`src/rtl/aes128_cbc_pkg.sv`:
```
// Shared types and constants for the AES-128 CBC block feeder.
package aes128_cbc_pkg;

  localparam int unsigned WIDX_W          = 2;
  localparam int unsigned ENC_LATENCY_DEF = 12;

  typedef enum logic [1:0] {
    IDLE,
    LOAD,
    WAIT,
    EMIT
  } state_e;

  typedef logic [WIDX_W-1:0] widx_t;

endpackage

```
`src/rtl/aes128_cbc_block_feeder.sv`:
```
// Packs a 32-bit plaintext stream into 128-bit blocks for an external AES-128
// encryptor, chains blocks in CBC mode and streams the ciphertext back out.
module aes128_cbc_block_feeder
  import aes128_cbc_pkg::*;
#(
  parameter int unsigned ENC_LATENCY = ENC_LATENCY_DEF
) (
  input  logic         clk,
  input  logic         reset,
  input  logic         start,
  input  logic [127:0] iv,
  input  logic [31:0]  in_data,
  input  logic         in_valid,
  input  logic         in_last,
  output logic         in_ready,
  output logic [31:0]  out_data,
  output logic         out_valid,
  output logic         out_last,
  input  logic         out_ready,
  output logic         busy,
  output logic [31:0]  plain_text_0,
  output logic [31:0]  plain_text_1,
  output logic [31:0]  plain_text_2,
  output logic [31:0]  plain_text_3,
  output logic [31:0]  vector_0,
  output logic [31:0]  vector_1,
  output logic [31:0]  vector_2,
  output logic [31:0]  vector_3,
  input  logic [31:0]  cipher_text_0,
  input  logic [31:0]  cipher_text_1,
  input  logic [31:0]  cipher_text_2,
  input  logic [31:0]  cipher_text_3
);

  localparam int unsigned CNT_W = $clog2(ENC_LATENCY + 2);

  state_e              state_q, state_d;
  widx_t               wcnt_q, wcnt_d;
  widx_t               ocnt_q, ocnt_d;
  logic [CNT_W-1:0]    cnt_q, cnt_d;
  logic [3:0][31:0]    pt_q, pt_d;
  logic [3:0][31:0]    obuf_q, obuf_d;
  logic [127:0]        chain_q, chain_d;
  logic                last_q, last_d;
  logic                in_ready_q, in_ready_d;
  logic                out_valid_q, out_valid_d;
  logic                out_last_q, out_last_d;
  logic                busy_q, busy_d;
  logic [127:0]        cipher_w;

  assign cipher_w = {cipher_text_3, cipher_text_2, cipher_text_1, cipher_text_0};

  always_comb begin
    state_d = state_q;
    wcnt_d  = wcnt_q;
    ocnt_d  = ocnt_q;
    cnt_d   = cnt_q;
    pt_d    = pt_q;
    obuf_d  = obuf_q;
    chain_d = chain_q;
    last_d  = last_q;
    unique case (state_q)
      IDLE: begin
        if (start) begin
          chain_d = iv;
          state_d = LOAD;
        end
      end
      LOAD: begin
        if (in_valid) begin
          pt_d[wcnt_q] = in_data;
          wcnt_d       = wcnt_q + 1'b1;
          if (wcnt_q == '1) begin
            last_d  = in_last;
            cnt_d   = CNT_W'(ENC_LATENCY);
            state_d = WAIT;
          end
        end
      end
      WAIT: begin
        // Capture on the cycle the counter reaches zero so EMIT starts
        // exactly ENC_LATENCY+1 cycles after the last word is accepted.
        cnt_d = cnt_q - 1'b1;
        if (cnt_q <= CNT_W'(1)) begin
          cnt_d   = '0;
          obuf_d  = cipher_w;
          chain_d = cipher_w;
          state_d = EMIT;
        end
      end
      EMIT: begin
        if (out_ready) begin
          ocnt_d = ocnt_q + 1'b1;
          if (ocnt_q == '1) begin
            state_d = last_q ? IDLE : LOAD;
          end
        end
      end
      default: state_d = IDLE;
    endcase

    in_ready_d  = (state_d == LOAD);
    out_valid_d = (state_d == EMIT);
    busy_d      = (state_d != IDLE);
    out_last_d  = (state_d == EMIT) && (ocnt_d == '1) && last_d;
  end

  always_ff @(posedge clk or negedge reset) begin
    if (!reset) begin
      state_q     <= IDLE;
      wcnt_q      <= '0;
      ocnt_q      <= '0;
      cnt_q       <= '0;
      pt_q        <= '0;
      obuf_q      <= '0;
      chain_q     <= '0;
      last_q      <= 1'b0;
      in_ready_q  <= 1'b0;
      out_valid_q <= 1'b0;
      out_last_q  <= 1'b0;
      busy_q      <= 1'b0;
    end else begin
      state_q     <= state_d;
      wcnt_q      <= wcnt_d;
      ocnt_q      <= ocnt_d;
      cnt_q       <= cnt_d;
      pt_q        <= pt_d;
      obuf_q      <= obuf_d;
      chain_q     <= chain_d;
      last_q      <= last_d;
      in_ready_q  <= in_ready_d;
      out_valid_q <= out_valid_d;
      out_last_q  <= out_last_d;
      busy_q      <= busy_d;
    end
  end

  assign in_ready     = in_ready_q;
  assign out_valid    = out_valid_q;
  assign out_last     = out_last_q;
  assign busy         = busy_q;
  assign out_data     = obuf_q[ocnt_q];
  assign plain_text_0 = pt_q[0];
  assign plain_text_1 = pt_q[1];
  assign plain_text_2 = pt_q[2];
  assign plain_text_3 = pt_q[3];
  assign vector_0     = chain_q[31:0];
  assign vector_1     = chain_q[63:32];
  assign vector_2     = chain_q[95:64];
  assign vector_3     = chain_q[127:96];

endmodule
```
`config.mk`:
```
export PLATFORM = sky130hd
export DESIGN_NAME = aes128_cbc_block_feeder
export DESIGN_NICKNAME = d
export VERILOG_FILES = /design/src/rtl/aes128_cbc_pkg.sv /design/src/rtl/aes128_cbc_block_feeder.sv
export SDC_FILE = /design/constraint.sdc
export NUM_CORES = 1
export LEC_CHECK = 0
export ABC_AREA = 1
export CORE_AREA = 2 2 225 227
export DETAILED_ROUTE_END_ITERATION = 8
export DIE_AREA = 0 0 227 229
export PLACE_DENSITY = 0.76
export SLEW_MARGIN = 20
export SYNTH_ARGS = -nofsm -noshare
export SYNTH_HDL_FRONTEND = slang
export SYNTH_SLANG_ARGS = --single-unit
```
`constraint.sdc`:
```
create_clock -name clk -period 1.9 [get_ports clk]
set_clock_uncertainty 0.1 [all_clocks]
set_input_delay 0.57 -clock clk [delete_from_list [all_inputs] [get_ports clk]]
set_output_delay 0.57 -clock clk [all_outputs]
set_load 0.1 [all_outputs]
```
======== Word-level counts from Yosys, hierarchy flattened ========
Index checks and enable logic that the tools add are counted.
W data, S select, Z words.
cells by class
  magnitude comparators ................... 4
  reductions and logical operators ........ 11
  eq/ne operators ......................... 12
  $add $sub $neg .......................... 3
  multiplexer cells ....................... 25
operator list
  cell                   number
  $mux W128              2
  $pmux W128 S2          1
  $bwmux W128            1
  $bmux W32 S2           1
  $demux W32 S2          1
  $mux W32               2
  $mux W2                8
  $eq A2 B2 Y1 const B   6
  $mux W4                3
  $ne A2 B2 Y1 const B   4
  $pmux W2 S4            1
  $pmux W4 S2            1
  $lt A2 B3 Y1 const B   2
  $reduce_and A3 Y1      2
  $reduce_bool A2 Y1     3
  $add A2 B1 Y2 const B  2
  $eq A2 B1 Y1 const B   2
  $le A4 B1 Y1 const B   1
  $mux W1                4
  $reduce_and A2 Y1      2
  $sub A4 B1 Y4 const B  1
  $logic_and A1 B1 Y1    3
  $ge A2 B1 Y1 const B   1
  $logic_not A2 Y1       1
word-level totals
  output and inout bits ................... 292
  input port bits ......................... 294
  bits in registers ....................... 399

======== Depth between registers and ports, before layout ========
Gate-level depths: netlist of the first run.
  word-level depth ........................ 7
  gate-level depth with buffers ........... 10

======== Least setup slack after synthesis of the first run ========
Ideal clock, no wire load.
  path type ............................... register -> output
  start point ............................. register ocnt_q[0]
  end point ............................... output port out_data[10]
  path buffers ............................ 3
  setup slack ............................. -1.332 ns
  stages on the path, launching flop included .. 7
  arrival ................................. 2.562 ns
  cell sequence ........................... dfrtp_1 > buf_2 > inv_1 > buf_2 > clkbuf_1 > o21ai_0 > o22ai_1
on the way
  word-level cells in the longest chain between the ends .. 2
ends and longest elaborated chain
  item                            line                            text
  start, declared                 aes128_cbc_block_feeder.sv:39   widx_t ocnt_q, ocnt_d;
  start signal, assigned          aes128_cbc_block_feeder.sv:125  ocnt_q <= ocnt_d;
  $bmux W32 S2                    aes128_cbc_block_feeder.sv:142  assign out_data = obuf_q[ocnt_q];
  $mux W32 (implied by the code)  aes128_cbc_block_feeder.sv:142
  end, declared                   aes128_cbc_block_feeder.sv:16   output logic [31:0] out_data,
Every way passes these cells. The select of a mux whose other input is x is not followed.

======== Final worst setup path of the first run ========
  start point ............................. register ocnt_q[0]
  end point ............................... output port out_data[30]
The elaborated chain is that of the path after synthesis.

==> results.ini, run 1 <==
[critical_path]
r2r_cells = 12
worst-path-buf-inv = 4
slowest_delay_ns = 0.46
critical_path.startpoint_type = register
cp_max_fo = 9
crit_type = reg2out
slowest_stage = dfrtp_2
cp_common_cell = buf_12
required_ns = 1.23
r2r_start = cnt_q[0]$_DFFE_PN0P_
critical-path-top-delay-family = buffers and inverters
reg2reg_to = chain_q[28]$_DFFE_PN0P_
crit_chain = inv_4 -> buf_12 -> o21ai_1 -> buf_4 -> o22ai_4 -> buf_12
worstPathArrival_ns = 1.95
critPathCaptureType = primary output
r2r_setup_slack_ns = -0.14

[grt]
grt_max_degree = 115
groute.layer.met3.usage = 0.09185
use_met2 = 0.4796
grt_antenna_before_repair = 17
grtUsageTotal = 0.2820
gr-max-usage-layer = met2
grt_overflow_total = 0
grt_pass1_vias = 17530
grt_pass1_wl_um = 109300
use_met1 = 0.3090

[route]
wirelength_um = 81300
drc = 0
postRouteAntennaNets = 0
route.vias.total = 17680
drtPass1Iterations = 8
wl_per_cell_um = 24.39
vias_per_cell = 5.305
drt_iter0_drc = 1416

[clock_tree]
clk_latency_ns = 0.57
cts-buffers-inserted = 45
cts_tree = built
ctsLongestPathBuffers = 3
h-tree-depth = 2
clock-root-buffer = clkbuf_16
cts.clk_slew.worst_paths_ns = 0.06
cts_sinks = 399

[synthesis]
yosysSeqAreaShare = 0.5766
synth_seq_cells = 399
synth_fp_nets = 2259
synth_area_um2 = 17320
postSynthAreaPerCell_um2 = 8.843
syn_inst = 1958
ys_types = 24
yosysWarnings = 0

[floorplanning]
die_height_um = 229
start_util = 0.3487
fp.dieW_um = 227
io_pins = 586
core_um2 = 49660
dieArea_um2 = 51980
rows = 82

[worst_hold_path]
hold_class = in2async

[run_status]
failed_checks = negative setup slack
status = finished, violations left

[timing]
worst_pin_slew_ns = 0.4681
slew_headroom = 0.6846
grt_setup_unrepaired = yes
fmax_ghz = 0.3818
drv_slew = 0
fin_ws_ns = -0.7191
finalSetupViolCount = 169
hold_viol = 0
period_minus_slack_ns = 2.619
fin_crit_sh = 1.378

[layout]
nFillCells = 3545
multiInputGateArea_um2 = 7562
drive_above_1_share = 0.3390
syn_to_final_growth_pct = 85.40
regArea_um2 = 10010
final_core_util = 0.6465
layout.nets = 2922

[placement]
place_congestion = 0.9144
port_buffers = 585
dp_hpwl_um = 54910

[run]
maxCapViolations = 0

## layer usage
metal,up-vias,share of wire
met2,1013,0.49
li1,7692,-
met3,298,0.10
met4,24,0.068
met5,-,0.0019
met1,8656,0.34
## stage by stage
| stage | hold slack, ns | std cells | instance area (um^2) | setup TNS (ns) | setup slack [ns] |
|---|---|---|---|---|---|
| finish | 0.3378 | 3333 | 32100 | -27.76 | -0.7191 |
| global route | 0.3367 | 3329 | 32090 | -38.29 | -0.7847 |
| CTS | 0.3095 | 3288 | 30450 | -23.73 | -0.7435 |
| detailed placement | 0.3259 | 3172 | 27710 | -46.27 | -0.3403 |
| global placement | 0.3261 | 3172 | 27710 | -37.05 | -0.4026 |
| floorplan | 0.1744 | 1958 | 17920 | -7.700 | -0.2500 |
## logic make-up (layout without fill, tap and decap cells)
kind of cell,Yosys count,after routing,share of synthesized area
AND/OR/NAND/NOR,627,627,0.1404
XOR/XNOR,1,1,0.0005059
adder cells (fa/ha/maj),7,7,0.005058
other,0,6,0
AO/OA/AOI/OAI,617,617,0.1949
flip-flops,399,399,0.5766
buffers and inverters,307,1004,0.08252
## timing repair
item / 4_1_cts / 5_1_grt
setup endpoints to repair: 130 / 283
buffers inserted: 23 / 16
hold endpoints to repair: 47 / 0
hold buffers: 1 / 0
pin swaps: 8 / 11
gates cloned: 15 / 27
gates resized for setup: 219 / 309
## synthesized netlist by cell type
library cell | count | area, um^2
inv_1 | 175 | 656.9
xor2_1 | 1 | 8.760
nor2_1 | 200 | 750.7
o21ai_2 | 27 | 236.5
nand3_1 | 8 | 40.04
nand3_4 | 1 | 17.52
nand2_1 | 410 | 1539
buf_6 | 23 | 259.0
a21oi_1 | 90 | 450.4
a21oi_2 | 38 | 332.8
buf_2 | 50 | 250.2
inv_2 | 2 | 7.510
a31oi_1 | 1 | 6.260
clkbuf_1 | 46 | 172.7
nand2_4 | 3 | 33.78
ha_1 | 7 | 87.58
nor2_4 | 1 | 11.26
nor2_8 | 1 | 20.02
buf_4 | 11 | 82.58
nand2_2 | 3 | 18.77
o21ai_0 | 356 | 1782
o22ai_1 | 33 | 206.5
o21ai_1 | 72 | 360.4
dfrtp_1 | 399 | 9985
## layout by cell type, fill, tap and decap left out, types with 55 or more instances in the layout
cell type and count:
dfrtp_1 379, o21ai_0 243, nor2_4 89, clkdlybuf4s50_1 292
inv_1 169, nor2_1 60, nand2_1 403, a21oi_2 93
buf_12 329, clkbuf_16 68, o21ai_2 55, o21ai_1 153
## flip-flops by register name, summed over array words and instances (netlist names)
register,count
state_q,2
ocnt_q,2
cnt_q,4
in_ready,1
last_q,1
plain_text_2,32
plain_text_1,32
obuf_q,128
out_last,1
plain_text_0,32
busy,1
plain_text_3,32
wcnt_q,2
chain_q,128
out_valid,1
## worst register-to-register path, cell delays in order (launching register included)
cell and delay, ns:
dfrtp_1 0.42, buf_6 0.14, ha_4 0.15, inv_4 0.05, nand2_4 0.05, nand3_4 0.09, buf_12 0.12, nand2_8 0.11
buf_12 0.19, buf_6 0.12, buf_12 0.15, nor2_2 0.18, a21oi_4 0.06
## area by class of cell
cell class                 instances  area share
clock buffer                      62     0.04116
tap                              672     0.02619
timing repair buffer             746      0.3560
multi-input combinational       1252      0.2356
clock inverter                    19    0.007912
inverter                         177     0.02093
sequential                       399      0.3118
antenna                            6   0.0004677
## worst max-delay path by stage
stage                   end  slack (ns)                 from  cells past startpoint
3_3_place_gp    out_data[0]       -0.40  ocnt_q[0]$_DFF_PN0_                      4
5_1_grt        out_data[15]       -0.78  ocnt_q[0]$_DFF_PN0_                      6
4_1_cts        out_data[30]       -0.74  ocnt_q[1]$_DFF_PN0_                      6
3_5_place_dp    out_data[0]       -0.34  ocnt_q[0]$_DFF_PN0_                      4
2_1_floorplan  out_data[10]       -0.25  ocnt_q[0]$_DFF_PN0_                      6
6_report       out_data[30]       -0.72  ocnt_q[0]$_DFF_PN0_                      6
Power of run 1 is not shown: default switching activity piles up to over one toggle a cycle in this logic, so the estimate is an artifact.
==> inputs of run 2 (changes only) <==
==> constraint.sdc (replaced) <==
create_clock -name clk -period 1.9 [get_ports clk]
set_clock_uncertainty 0.1 [all_clocks]
set_input_delay 0.57 -clock clk [delete_from_list [all_inputs] [get_ports clk]]
set_output_delay 0.57 -clock clk [all_outputs]
set_load 0.01 [all_outputs]
==> run 2 against run 1 <==
The flow still finishes with violations (negative setup slack). Wire length decreased by 11%. Die area unchanged. Non-clock buffer count up 17. Sequential cell count did not move. Final cell count up 0.42%. Design area fell by 14%. Global-route usage fell by 3.1 points. Worst setup slack better by 0.023 ns. Highest routed layer unchanged. Via count decreased by 4.3%. First-iteration DRC count down 17%.
==> results.ini, run 2 (same netlist as run 1, synthesis figures left out) <==
[clock_tree]
cts_tree = built
h-tree-depth = 2
cts.clk_slew.worst_paths_ns = 0.07
clk_latency_ns = 0.58
cts_sinks = 399
cts-buffers-inserted = 44
ctsLongestPathBuffers = 3
clock-root-buffer = clkbuf_16

[timing]
worst_pin_slew_ns = 0.5479
slew_headroom = 0.6309
finalSetupViolCount = 40
holdWs_ns = 0.3725
hold_viol = 0
period_minus_slack_ns = 2.596
fmax_ghz = 0.3852
grt_setup_unrepaired = yes
fin_crit_sh = 1.366
fin_ws_ns = -0.6963
drv_slew = 0
totalNegativeSetupSlack_ns = -18.49

[layout]
layout.nets = 2939
final_common_cell = nand2_1
drive_above_1_share = 0.3103
syn_to_final_growth_pct = 59.27
layout_common_cells = nand2_1, dfrtp_1, clkdlybuf4s50_1, o21ai_0, inv_1
largestRegisters = chain_q: 128 flops, obuf_q: 128 flops

[power]
seqPwrFrac = 0.345
vdd_drop_max_mv = 0.8684
p_int_uw = 28240
sw_frac_of_total = 0.4142
p_comb_frac = 0.473
power_density_nw_per_um2 = 1748
total_power_uw = 48210
p_clk_frac = 0.182
p_switching_uw = 19970
p_leak_uw = 0.01286

[placement]
dp_slack_ns = -0.3953
port_buffers = 585
place_congestion = 0.9218
dp_hpwl_um = 51320

[grt]
grt_pass1_wl_um = 97900
grt_overflow_total = 0
grt_pass1_vias = 15940
grt_max_degree = 71
grtUsageTotal = 0.2508
grt_antenna_before_repair = 7

[route]
drt_iter0_drc = 1172
vias_per_cell = 5.057
wirelength_um = 72540
route.vias.total = 16930
drc = 0
drtPass1Iterations = 8
wl_per_cell_um = 21.67
postRouteAntennaNets = 0

[critical_path]
crit_type = reg2out
critPathCaptureType = primary output
required_ns = 1.23
cp_max_fo = 5
critical_path.startpoint_type = register
worstPathArrival_ns = 1.93

[run_status]
status = finished, violations left
failed_checks = negative setup slack

[run]
maxCapViolations = 0

[floorplanning]
fp.dieW_um = 227
die_height_um = 229
dieArea_um2 = 51980
rows = 82
core_um2 = 49660
io_pins = 586
start_util = 0.3487

[worst_hold_path]
hold_class = in2async

==> run 2: power groups by stage <==
stage,combinational (uW),sequential (uW),clock (uW)
6_report,22800,16600,8760
3_5_place_dp,20800,16000,0
2_1_floorplan,8830,15800,0
5_1_grt,24500,17000,9260
3_3_place_gp,20300,16000,0
4_1_cts,20300,16100,8910
==> run 2: final cells by class <==
type / instances / area (um^2)
clock inverters: 22 / 257.7
diodes: 3 / 7.507
inverters: 177 / 671.9
well taps: 672 / 840.8
clock buffers: 58 / 1214
fillers: 4295 / 22080
repair buffers: 763 / 7486
flip-flops and latches: 399 / 9986
multi-input cells: 1253 / 7114
==> run 2: repair_timing <==
item | in CTS | in global routing
pin swaps | 19 | 24
buffers inserted | 11 | 35
gates resized for setup | 969 | 479
cloned | 6 | 34
hold buffers | 1 | 0
endpoints found under the setup margin | 292 | 359
hold endpoints to repair | 16 | 0
==> run 2: layer usage <==
metal	track usage	vias up	wire length (um)	share of wire
met4	0.09048	4	2583	0.036
met3	0.05991	138	5251	0.072
li1	-	7738	-	-
met5	0	-	29	0.00040
met1	0.3257	8318	29580	0.41
met2	0.4077	727	35100	0.48
==> run 2: critical path: stages, from the launching register on <==
cell	delay, ns
dfrtp_2	0.45
clkinv_4	0.11
buf_4	0.14
clkbuf_16	0.15
nor2_2	0.04
o22ai_2	0.26
buf_2	0.19
==> run 2: per-stage QoR <==
stage	utilization	instance area, um^2	cells
2_1_floorplan	-	17510	1958
4_1_cts	0.5283	26240	3277
5_1_grt	0.5553	27580	3346
3_3_place_gp	0.4949	24580	3179
6_report	0.5554	27580	3347
3_5_place_dp	0.4949	24580	3179
==> run 2: final timing paths <==
path                                                    from                      endpoint  slack [ns]  cells after the start
worst max register to register          cnt_q[1]$_DFFE_PN0P_       chain_q[52]$_DFFE_PN0P_       -0.03                     10
worst max-delay path                     ocnt_q[0]$_DFF_PN0_                  out_data[13]       -0.70                      6
worst min register to register  plain_text_0[13]$_DFFE_PN0P_  plain_text_0[13]$_DFFE_PN0P_        0.38                      2
min in group clk                plain_text_0[13]$_DFFE_PN0P_  plain_text_0[13]$_DFFE_PN0P_        0.38                      2
max in group asynchronous                              reset  plain_text_2[27]$_DFFE_PN0P_        0.67                      3
worst min-delay path                                   reset      chain_q[113]$_DFFE_PN0P_        0.37                      2
Power figures use the tool's default switching activity.
